--- config.mk ---
export PLATFORM = sky130hd
export DESIGN_NAME = id_ex_stage
export DESIGN_NICKNAME = d
export VERILOG_FILES = /design/src/rtl/mips_pkg.sv /design/src/rtl/fwd_mux.sv /design/src/rtl/id_ex_stage.sv
export SDC_FILE = /design/constraint.sdc
export NUM_CORES = 1
export LEC_CHECK = 0
export ABC_AREA = 1
export BUFFER_PORTS_ARGS = -buffer_cell sky130_fd_sc_hd__buf_2
export CAP_MARGIN = 20
export CORE_AREA = 2 2 120 122
export CTS_CLUSTER_SIZE = 24
export DETAILED_ROUTE_END_ITERATION = 12
export DIE_AREA = 0 0 122 124
export GPL_ROUTABILITY_DRIVEN = 0
export GPL_TIMING_DRIVEN = 0
export HOLD_SLACK_MARGIN = 0.12
export PLACE_DENSITY = 0.73
export SYNTH_ARGS = -nofsm -noshare
export SYNTH_HDL_FRONTEND = slang
export SYNTH_SLANG_ARGS = --single-unit
export TNS_END_PERCENT = 100
--- constraint.sdc ---
create_clock -name clk -period 3.7 [get_ports clk]
set_input_delay 0.555 -clock clk [delete_from_list [all_inputs] [get_ports clk]]
set_output_delay 0.555 -clock clk [all_outputs]
set_load 0.02 [all_outputs]
--- src/rtl/mips_pkg.sv ---
// Shared MIPS datapath constants and types: ALU op codes, register index
// width, the zero register and the EX-stage control bundle.
package mips_pkg;

   localparam int REGW = 5;

   localparam logic [3:0] ALU_ADD = 4'b0010;
   localparam logic [3:0] ALU_SUB = 4'b0110;
   localparam logic [3:0] ALU_CLR = 4'b1111;

   localparam logic [REGW-1:0] REG_ZERO = 5'd0;

   // Control bits carried with an instruction through EX
   typedef struct packed {
      logic       valid;
      logic       regwrite;
      logic       memread;
      logic       memwrite;
      logic [3:0] alusel;
   } ex_ctrl_t;

   // A bubble: no side effects, ALU told to clear
   localparam ex_ctrl_t CTRL_BUBBLE = '{valid: 1'b0, regwrite: 1'b0, memread: 1'b0,
                                        memwrite: 1'b0, alusel: ALU_CLR};

endpackage

--- src/rtl/fwd_mux.sv ---
// Operand forwarding select for one source register.
// MEM/WB results are taken only when that stage writes a non-zero register
// matching the index; MEM is newer than WB so it wins.
module fwd_mux #(
   parameter int WIDTH = 32,
   parameter int REGW  = 5
) (
   input  logic [REGW-1:0]  idx,
   input  logic [WIDTH-1:0] reg_val,
   input  logic             mem_regwrite,
   input  logic [REGW-1:0]  mem_dst,
   input  logic [WIDTH-1:0] mem_result,
   input  logic             wb_regwrite,
   input  logic [REGW-1:0]  wb_dst,
   input  logic [WIDTH-1:0] wb_result,
   output logic [WIDTH-1:0] val
);

   localparam logic [REGW-1:0] ZERO_IDX = {REGW{1'b0}};

   // Pick the newest producer of idx, falling back to the captured regfile value
   always_comb begin
      val = reg_val;
      if (mem_regwrite && (mem_dst != ZERO_IDX) && (mem_dst == idx)) begin
         val = mem_result;
      end else if (wb_regwrite && (wb_dst != ZERO_IDX) && (wb_dst == idx)) begin
         val = wb_result;
      end else begin
         val = reg_val;
      end
   end

endmodule

--- src/rtl/id_ex_stage.sv ---
// ID/EX pipeline register and ALU operand select for the MIPS datapath.
// Captures decoded operands/control, detects hazards against EX (and MEM when
// forwarding is off) and inserts bubbles while ID is held.
// Build option: define FORWARDING_EN to forward EX/MEM and MEM/WB results
// onto the operands and stall only on load-use; otherwise operands come
// straight from the captured regfile values and any RAW hazard with EX or
// MEM stalls.
module id_ex_stage
   import mips_pkg::*;
#(
   parameter int WIDTH = 32,
   parameter int REGW  = 5
) (
   input  logic             clk,
   input  logic             reset,
   input  logic             id_valid,
   input  logic [REGW-1:0]  id_rs,
   input  logic [REGW-1:0]  id_rt,
   input  logic [REGW-1:0]  id_dst,
   input  logic [WIDTH-1:0] id_rs_val,
   input  logic [WIDTH-1:0] id_rt_val,
   input  logic [WIDTH-1:0] id_imm,
   input  logic             id_alusrc,
   input  logic [3:0]       id_alusel,
   input  logic             id_regwrite,
   input  logic             id_memread,
   input  logic             id_memwrite,
   input  logic             flush,
   input  logic             mem_regwrite,
   input  logic [REGW-1:0]  mem_dst,
   input  logic [WIDTH-1:0] mem_result,
   input  logic             wb_regwrite,
   input  logic [REGW-1:0]  wb_dst,
   input  logic [WIDTH-1:0] wb_result,
   output logic             id_stall,
   output logic             ex_valid,
   output logic [WIDTH-1:0] ex_a,
   output logic [WIDTH-1:0] ex_b,
   output logic [3:0]       ex_alusel,
   output logic [REGW-1:0]  ex_dst,
   output logic             ex_regwrite,
   output logic             ex_memread,
   output logic             ex_memwrite,
   output logic [WIDTH-1:0] ex_store_data
);

`ifdef FORWARDING_EN
   localparam logic FWD_ON = 1'b1;
`else
   localparam logic FWD_ON = 1'b0;
`endif

   localparam logic [REGW-1:0]  ZERO_IDX = {REGW{1'b0}};
   localparam logic [WIDTH-1:0] ZERO_VAL = {WIDTH{1'b0}};

   ex_ctrl_t         ctrl_r;
   logic [REGW-1:0]  dst_r;
   logic [REGW-1:0]  rs_r;
   logic [REGW-1:0]  rt_r;
   logic [WIDTH-1:0] rs_val_r;
   logic [WIDTH-1:0] rt_val_r;
   logic [WIDTH-1:0] imm_r;
   logic             alusrc_r;

   logic             ex_hit_s;
   logic             mem_hit_s;
   logic             hazard_s;
   logic             bubble_s;
   logic [WIDTH-1:0] a_fwd_s;
   logic [WIDTH-1:0] b_fwd_s;

   // Does ID read a register that an older in-flight instruction will write?
   always_comb begin
      ex_hit_s  = 1'b0;
      mem_hit_s = 1'b0;
      hazard_s  = 1'b0;
      if (ctrl_r.valid && (dst_r != ZERO_IDX) && ((dst_r == id_rs) || (dst_r == id_rt))) begin
         ex_hit_s = 1'b1;
      end else begin
         ex_hit_s = 1'b0;
      end
      if (mem_regwrite && (mem_dst != ZERO_IDX) && ((mem_dst == id_rs) || (mem_dst == id_rt))) begin
         mem_hit_s = 1'b1;
      end else begin
         mem_hit_s = 1'b0;
      end
      // With forwarding only a load in EX is too late; without it, EX and MEM
      // producers must drain to WB (regfile writes before it is read).
      if (!id_valid) begin
         hazard_s = 1'b0;
      end else if (FWD_ON) begin
         hazard_s = ex_hit_s && ctrl_r.memread;
      end else begin
         hazard_s = (ex_hit_s && ctrl_r.regwrite) || mem_hit_s;
      end
   end

   // Flush overrides stall; any of flush, stall or an empty ID slot yields a bubble
   always_comb begin
      id_stall = hazard_s && !flush;
      bubble_s = flush || hazard_s || !id_valid;
   end

   // ID/EX register: capture a real instruction, otherwise clear control and hold data
   always_ff @(posedge clk or posedge reset) begin
      if (reset) begin
         ctrl_r   <= CTRL_BUBBLE;
         dst_r    <= ZERO_IDX;
         rs_r     <= ZERO_IDX;
         rt_r     <= ZERO_IDX;
         rs_val_r <= ZERO_VAL;
         rt_val_r <= ZERO_VAL;
         imm_r    <= ZERO_VAL;
         alusrc_r <= 1'b0;
      end else if (bubble_s) begin
         ctrl_r   <= CTRL_BUBBLE;
      end else begin
         ctrl_r   <= '{valid: 1'b1, regwrite: id_regwrite, memread: id_memread,
                       memwrite: id_memwrite, alusel: id_alusel};
         dst_r    <= id_dst;
         rs_r     <= id_rs;
         rt_r     <= id_rt;
         rs_val_r <= id_rs_val;
         rt_val_r <= id_rt_val;
         imm_r    <= id_imm;
         alusrc_r <= id_alusrc;
      end
   end

   // rs operand; forwarding tags are masked off when the feature is disabled
   fwd_mux #(.WIDTH(WIDTH), .REGW(REGW)) u_fwd_rs (
      .idx          (rs_r),
      .reg_val      (rs_val_r),
      .mem_regwrite (mem_regwrite & FWD_ON),
      .mem_dst      (mem_dst),
      .mem_result   (mem_result),
      .wb_regwrite  (wb_regwrite & FWD_ON),
      .wb_dst       (wb_dst),
      .wb_result    (wb_result),
      .val          (a_fwd_s)
   );

   // rt operand, shared by ALU b and store data
   fwd_mux #(.WIDTH(WIDTH), .REGW(REGW)) u_fwd_rt (
      .idx          (rt_r),
      .reg_val      (rt_val_r),
      .mem_regwrite (mem_regwrite & FWD_ON),
      .mem_dst      (mem_dst),
      .mem_result   (mem_result),
      .wb_regwrite  (wb_regwrite & FWD_ON),
      .wb_dst       (wb_dst),
      .wb_result    (wb_result),
      .val          (b_fwd_s)
   );

   assign ex_valid      = ctrl_r.valid;
   assign ex_regwrite   = ctrl_r.regwrite;
   assign ex_memread    = ctrl_r.memread;
   assign ex_memwrite   = ctrl_r.memwrite;
   assign ex_alusel     = ctrl_r.alusel;
   assign ex_dst        = dst_r;
   assign ex_a          = a_fwd_s;
   assign ex_b          = alusrc_r ? imm_r : b_fwd_s;
   assign ex_store_data = b_fwd_s;

endmodule

Word level (Yosys, flattened, before mapping)
Cells that the tools add are included.
{"block": "classes", "eq_ne": 4, "muxes": 5, "n_reduce_logical": 15}
{"cell": "two-way mux 32 bit", "count": 1}
{"cell": "equality test 5 bit", "count": 4}
{"cell": "nonzero test 5 bit", "count": 2}
{"cell": "two-way mux 8 bit", "count": 1}
{"cell": "logical AND 1 bit", "count": 6}
{"cell": "logical OR 1 bit", "count": 5}
{"cell": "two-way mux 1 bit", "count": 3}
{"cell": "logical NOT 1 bit", "count": 2}
{"block": "word_totals", "reg_bits": 110, "inputBits": 199, "output_inout_bits": 110, "elab_cells": 34}

Longest topological paths before layout
{"block": "logic_depth", "ltp_word": 10, "mapped_depth": 12, "ltp_nobuf": 10}

Hierarchy
A second synthesis with hierarchy kept.
{"block": "unflattened", "cells_unflattened": 1244, "hier_area_um2": 8464.4}
{"module": "id_ex_stage", "n_inst": 1, "cells_per_inst": 648, "area_per_inst_um2": 5631.7, "seq_area_each_um2": 3007.9}
{"module": "fwd_mux", "n_inst": 2, "cells_per_inst": 298, "area_per_inst_um2": 1416.4, "seq_area_each_um2": 0.0}

Worst setup path after synthesis
OpenSTA, ideal clock, no wires.
{"block": "synth_timing", "path_kind": "input to output", "startpoint": "in mem_dst[2]", "endpoint": "out id_stall", "arrival_ns": 1.686, "t_required_ns": 3.145, "slack_ns": 1.459, "path_stages": 9, "n_path_buf": 1, "cell_sequence": "inv_1 -> nand2_1 -> nand2_1 -> nor2_1 -> nand3_1 -> nand2_1 -> nand2_1 -> buf_2 -> a21boi_0"}
{"block": "synth_between", "elab_chain_cells": 7, "elab_cells_between_ends": 10, "cone_classes": "eq/ne: 2; mux: 2; reduce/logical: 6"}
{"element": "start, declared", "line_no": "id_ex_stage.sv:30", "text": "input logic [REGW-1:0] mem_dst,"}
{"element": "equality test 5 bit / nonzero test 5 bit (equally long branches)"}
{"element": "logical OR 1 bit / logical AND 1 bit (equally long branches)", "line_no": "id_ex_stage.sv:82", "text": "if (mem_regwrite && (mem_dst != ZERO_IDX) && ((mem_dst == id_rs) || (mem_dst == id_rt))) begin"}
{"element": "logical AND 1 bit (*)", "line_no": "id_ex_stage.sv:82"}
{"element": "two-way mux 1 bit (*)", "line_no": "id_ex_stage.sv:82"}
{"element": "logical OR 1 bit (*)", "line_no": "id_ex_stage.sv:94", "text": "hazard_s = (ex_hit_s && ctrl_r.regwrite) || mem_hit_s;"}
{"element": "two-way mux 1 bit (*)", "line_no": "id_ex_stage.sv:89", "text": "if (!id_valid) begin"}
{"element": "logical AND 1 bit (*)", "line_no": "id_ex_stage.sv:100", "text": "id_stall = hazard_s && !flush;"}
{"element": "end, declared", "line_no": "id_ex_stage.sv:35", "text": "output logic id_stall,"}
Mark *: on every way between the ends. The rest lies on a longest branch, timed or not.

Worst setup path in the final report
{"block": "layout_timing", "startpoint": "reg alusrc_r", "endpoint": "out ex_b[17]"}
{"block": "layout_between", "elab_chain_cells": 1}
{"element": "start, declared", "line_no": "id_ex_stage.sv:63", "text": "logic alusrc_r;"}
{"element": "start signal, assigned", "line_no": "id_ex_stage.sv:126", "text": "alusrc_r <= id_alusrc;"}
{"element": "two-way mux 32 bit", "line_no": "id_ex_stage.sv:163", "text": "assign ex_b = alusrc_r ? imm_r : b_fwd_s;"}
{"element": "end, declared", "line_no": "id_ex_stage.sv:38", "text": "output logic [WIDTH-1:0] ex_b,"}
No other way between the ends.

==> results.json <==
{
  "run_status": "completed",
  "ys_seq_elements": 110,
  "placementRows": 43,
  "floorplan.io_pins": 309,
  "critPathMostFrequentCell": "clkbuf_1",
  "data_arrival_time_of_the_critical_path_ns": 2.15,
  "r2r-start": "ex_dst[4]$_DFFE_PP0N_",
  "ir_worst_vdd_mv": 0.183,
  "root_buffer": "clkbuf_16",
  "drtPass1Iterations": 4,
  "power.static_leakage_nw": 3.96,
  "crit_path_start_kind": "flip-flop",
  "dpl_cell_area_sq_mm": 0.00668,
  "final_net_count": 1053,
  "cell_chain_of_the_critical_path": "clkbuf_1 > clkbuf_1 > mux2_2 > buf_2",
  "final_min_period_over_clock_period_pct": 73.0,
  "mean_post_synth_cell_area_sq_um": 8.66,
  "ant_nets": 0,
  "drt-wirelength-per-cell_microns": 15.1,
  "min_period_ns": 2.70,
  "hold_path.class": "in -> async",
  "placement.io_buffers": 238,
  "cts_hold_repair.buffers": 0,
  "postLayoutCoreUtil_pct": 50.7,
  "cts_resized": 0,
  "cts_num_sinks": 110,
  "htree_levels": 3,
  "deepest_clock_path_buffer_count": 2,
  "dieWidth_microns": 122,
  "final.setup.tns_ns": 0,
  "final_layout_size_suffix_gt1_share_pct": 37.3,
  "grt_start_max_net_pins": 80,
  "rsz_0062_raised_after_global_routing": "false",
  "drc": 0,
  "timing_worst_slew_pin_value_ns": 0.601,
  "post_cts_buffers": 0,
  "clock_skew_ns": 0.00928,
  "timing_worst_setup_path_type": "reg -> out",
  "antenna_found_initial": 1,
  "layout-area-overhead-vs-synth_pct": 33.0,
  "post_synthesis_cell_area_sq_mm": 0.00523,
  "worstSkewPairLatency_ns": 0.35,
  "initial_core_util_pct": 38.1,
  "global_route_wire_length_before_repair_microns": 24300,
  "total_power_mw": 3.32,
  "finish.instance_area_sq_mm": 0.00696,
  "endpoint_kind": "output pin",
  "yosysWarnings": 0,
  "synth_sequential_area_ratio_pct": 52.7,
  "cpMaxStageDelayCell": "clkbuf_1",
  "worstSetupStartpoint": "alusrc_r$_DFFE_PP0N_",
  "layout.cells.most_common_list": "259 x buf_2, 248 x nand2_1, 106 x dfrtp_1",
  "timing.final.setup_violations": 0,
  "vias": 5013,
  "clk_pin_slew_ns": 0.07,
  "die-area_sq_mm": 0.0151,
  "clock_tree_from_tritoncts": "yes",
  "report.final.slew_viol_count": 0,
  "die-height_microns": 124,
  "dp.cells": 1023,
  "final_global_route_overflow_total": 0,
  "crit_path_max_fanout": 10,
  "relSlewSlack_pct": 60.0,
  "cap_violations": 0,
  "via_cell_ratio": 4.82,
  "worst_ep_required_time_ns": 3.14,
  "synthesis.instances": 604,
  "crit_path_max_incr_delay_ns": 0.52,
  "synth.net_count": 803,
  "grt_use_total_pct": 20.5,
  "finish.cell_count_without_fillers": 1040,
  "dpl.hpwl_microns": 11700,
  "yosys.cell_types.count": 19,
  "core-area_sq_mm": 0.0137,
  "tritoncts.num_buffers": 9,
  "power_density_mw_per_mm2": 477,
  "drt_wl_total_microns": 15700,
  "final_hold_viol_count": 0,
  "grt_pass1_vias": 4790,
  "detail_route.iter0.violations": 309,
  "maxClockFrequency_ghz": 0.370,
  "final_common_cell": "buf_2"
}
-- registers in the layout (all words and copies together), names as in the netlist --
name         count
imm_r           32
rs_val_r        32
rt_val_r        32
ex_dst           5
ex_alusel        4
alusrc_r         1
ex_memread       1
ex_memwrite      1
ex_regwrite      1
ex_valid         1
-- power breakdown --
part	leakage, nW	internal, mW	switching, mW
Sequential	1.36	1.36	0.108
Clock	0.137	0.463	0.456
Combinational	2.47	0.353	0.572
-- synthesized netlist by cell type, drive strengths merged --
cell type	n	share of area (%)
nand2	249	18
dfrtp	106	51
nand4	103	12
mux2	32	6.9
inv	31	2.2
buf	27	3.2
clkbuf	21	1.5
nor2	14	1.0
nand3	7	0.77
dfstp	4	2.0
xnor2	4	0.67
xor2	3	0.50
a21boi	1	0.14
nor3	1	0.096
o21ai	1	0.096
-- kinds of logic (layout without fill, tap and decap cells) --
logic type	Yosys count	in the layout	share of synthesized area, %
simple gates	374	374	32.1
flops	110	110	52.7
buf+inv	79	334	6.89
mux	32	32	6.89
xor+xnor	7	7	1.17
compound gates	2	2	0.239
other cells	0	1	0
-- critical path, delay by kind of cell (launching register included) --
| family | cells | cell delay, ns |
|---|---|---|
| buffers and inverters | 3 | 1.07 |
| DFF | 1 | 0.32 |
| muxes | 1 | 0.41 |
-- routing by layer --
layer | global-route usage (%) | routed length [microns] | vias to the layer above
met1 | 27.1 | 6930 | 2340
met2 | 33.9 | 7640 | 150
li1 | - | - | 2503
met5 | 0 | 0 | -
met4 | 6.61 | 307 | 0
met3 | 4.12 | 802 | 20
-- path summary, 6_finish.rpt --
kind                                             to  slack [ns]  depth (start not counted)
setup / recovery                           ex_b[17]         1.0                          4
hold / removal             rs_val_r[15]$_DFFE_PP0N_        0.19                          2
setup reg to reg           rt_val_r[16]$_DFFE_PP0N_        1.81                         10
hold reg to reg            rs_val_r[15]$_DFFE_PP0N_        0.47                          2
max in group asynchronous   rt_val_r[0]$_DFFE_PP0N_        2.80                          3
min in group clk             ex_alusel[2]$_DFF_PP1_        0.39                          3
-- area by class of cell --
class	count	area, sq um
Fill cell	1351	6760
Sequential cell	110	2760
Multi-Input combinational cell	415	2110
Timing Repair Buffer	239	1220
Buffer	48	244
Clock buffer	10	229
Tap cell	180	225
Inverter	31	121
Clock inverter	6	45.0
Antenna cell	1	2.50
-- per-stage QoR --
stage	setup slack [ns]	hold slack (ns)
finish	0.998	0.187
global route	0.910	0.185
CTS	0.956	0.186
detailed placement	1.15	0.454
global placement	-1.21	0.450
floorplan	0.249	0.436
(Power assumes the default switching activity.)
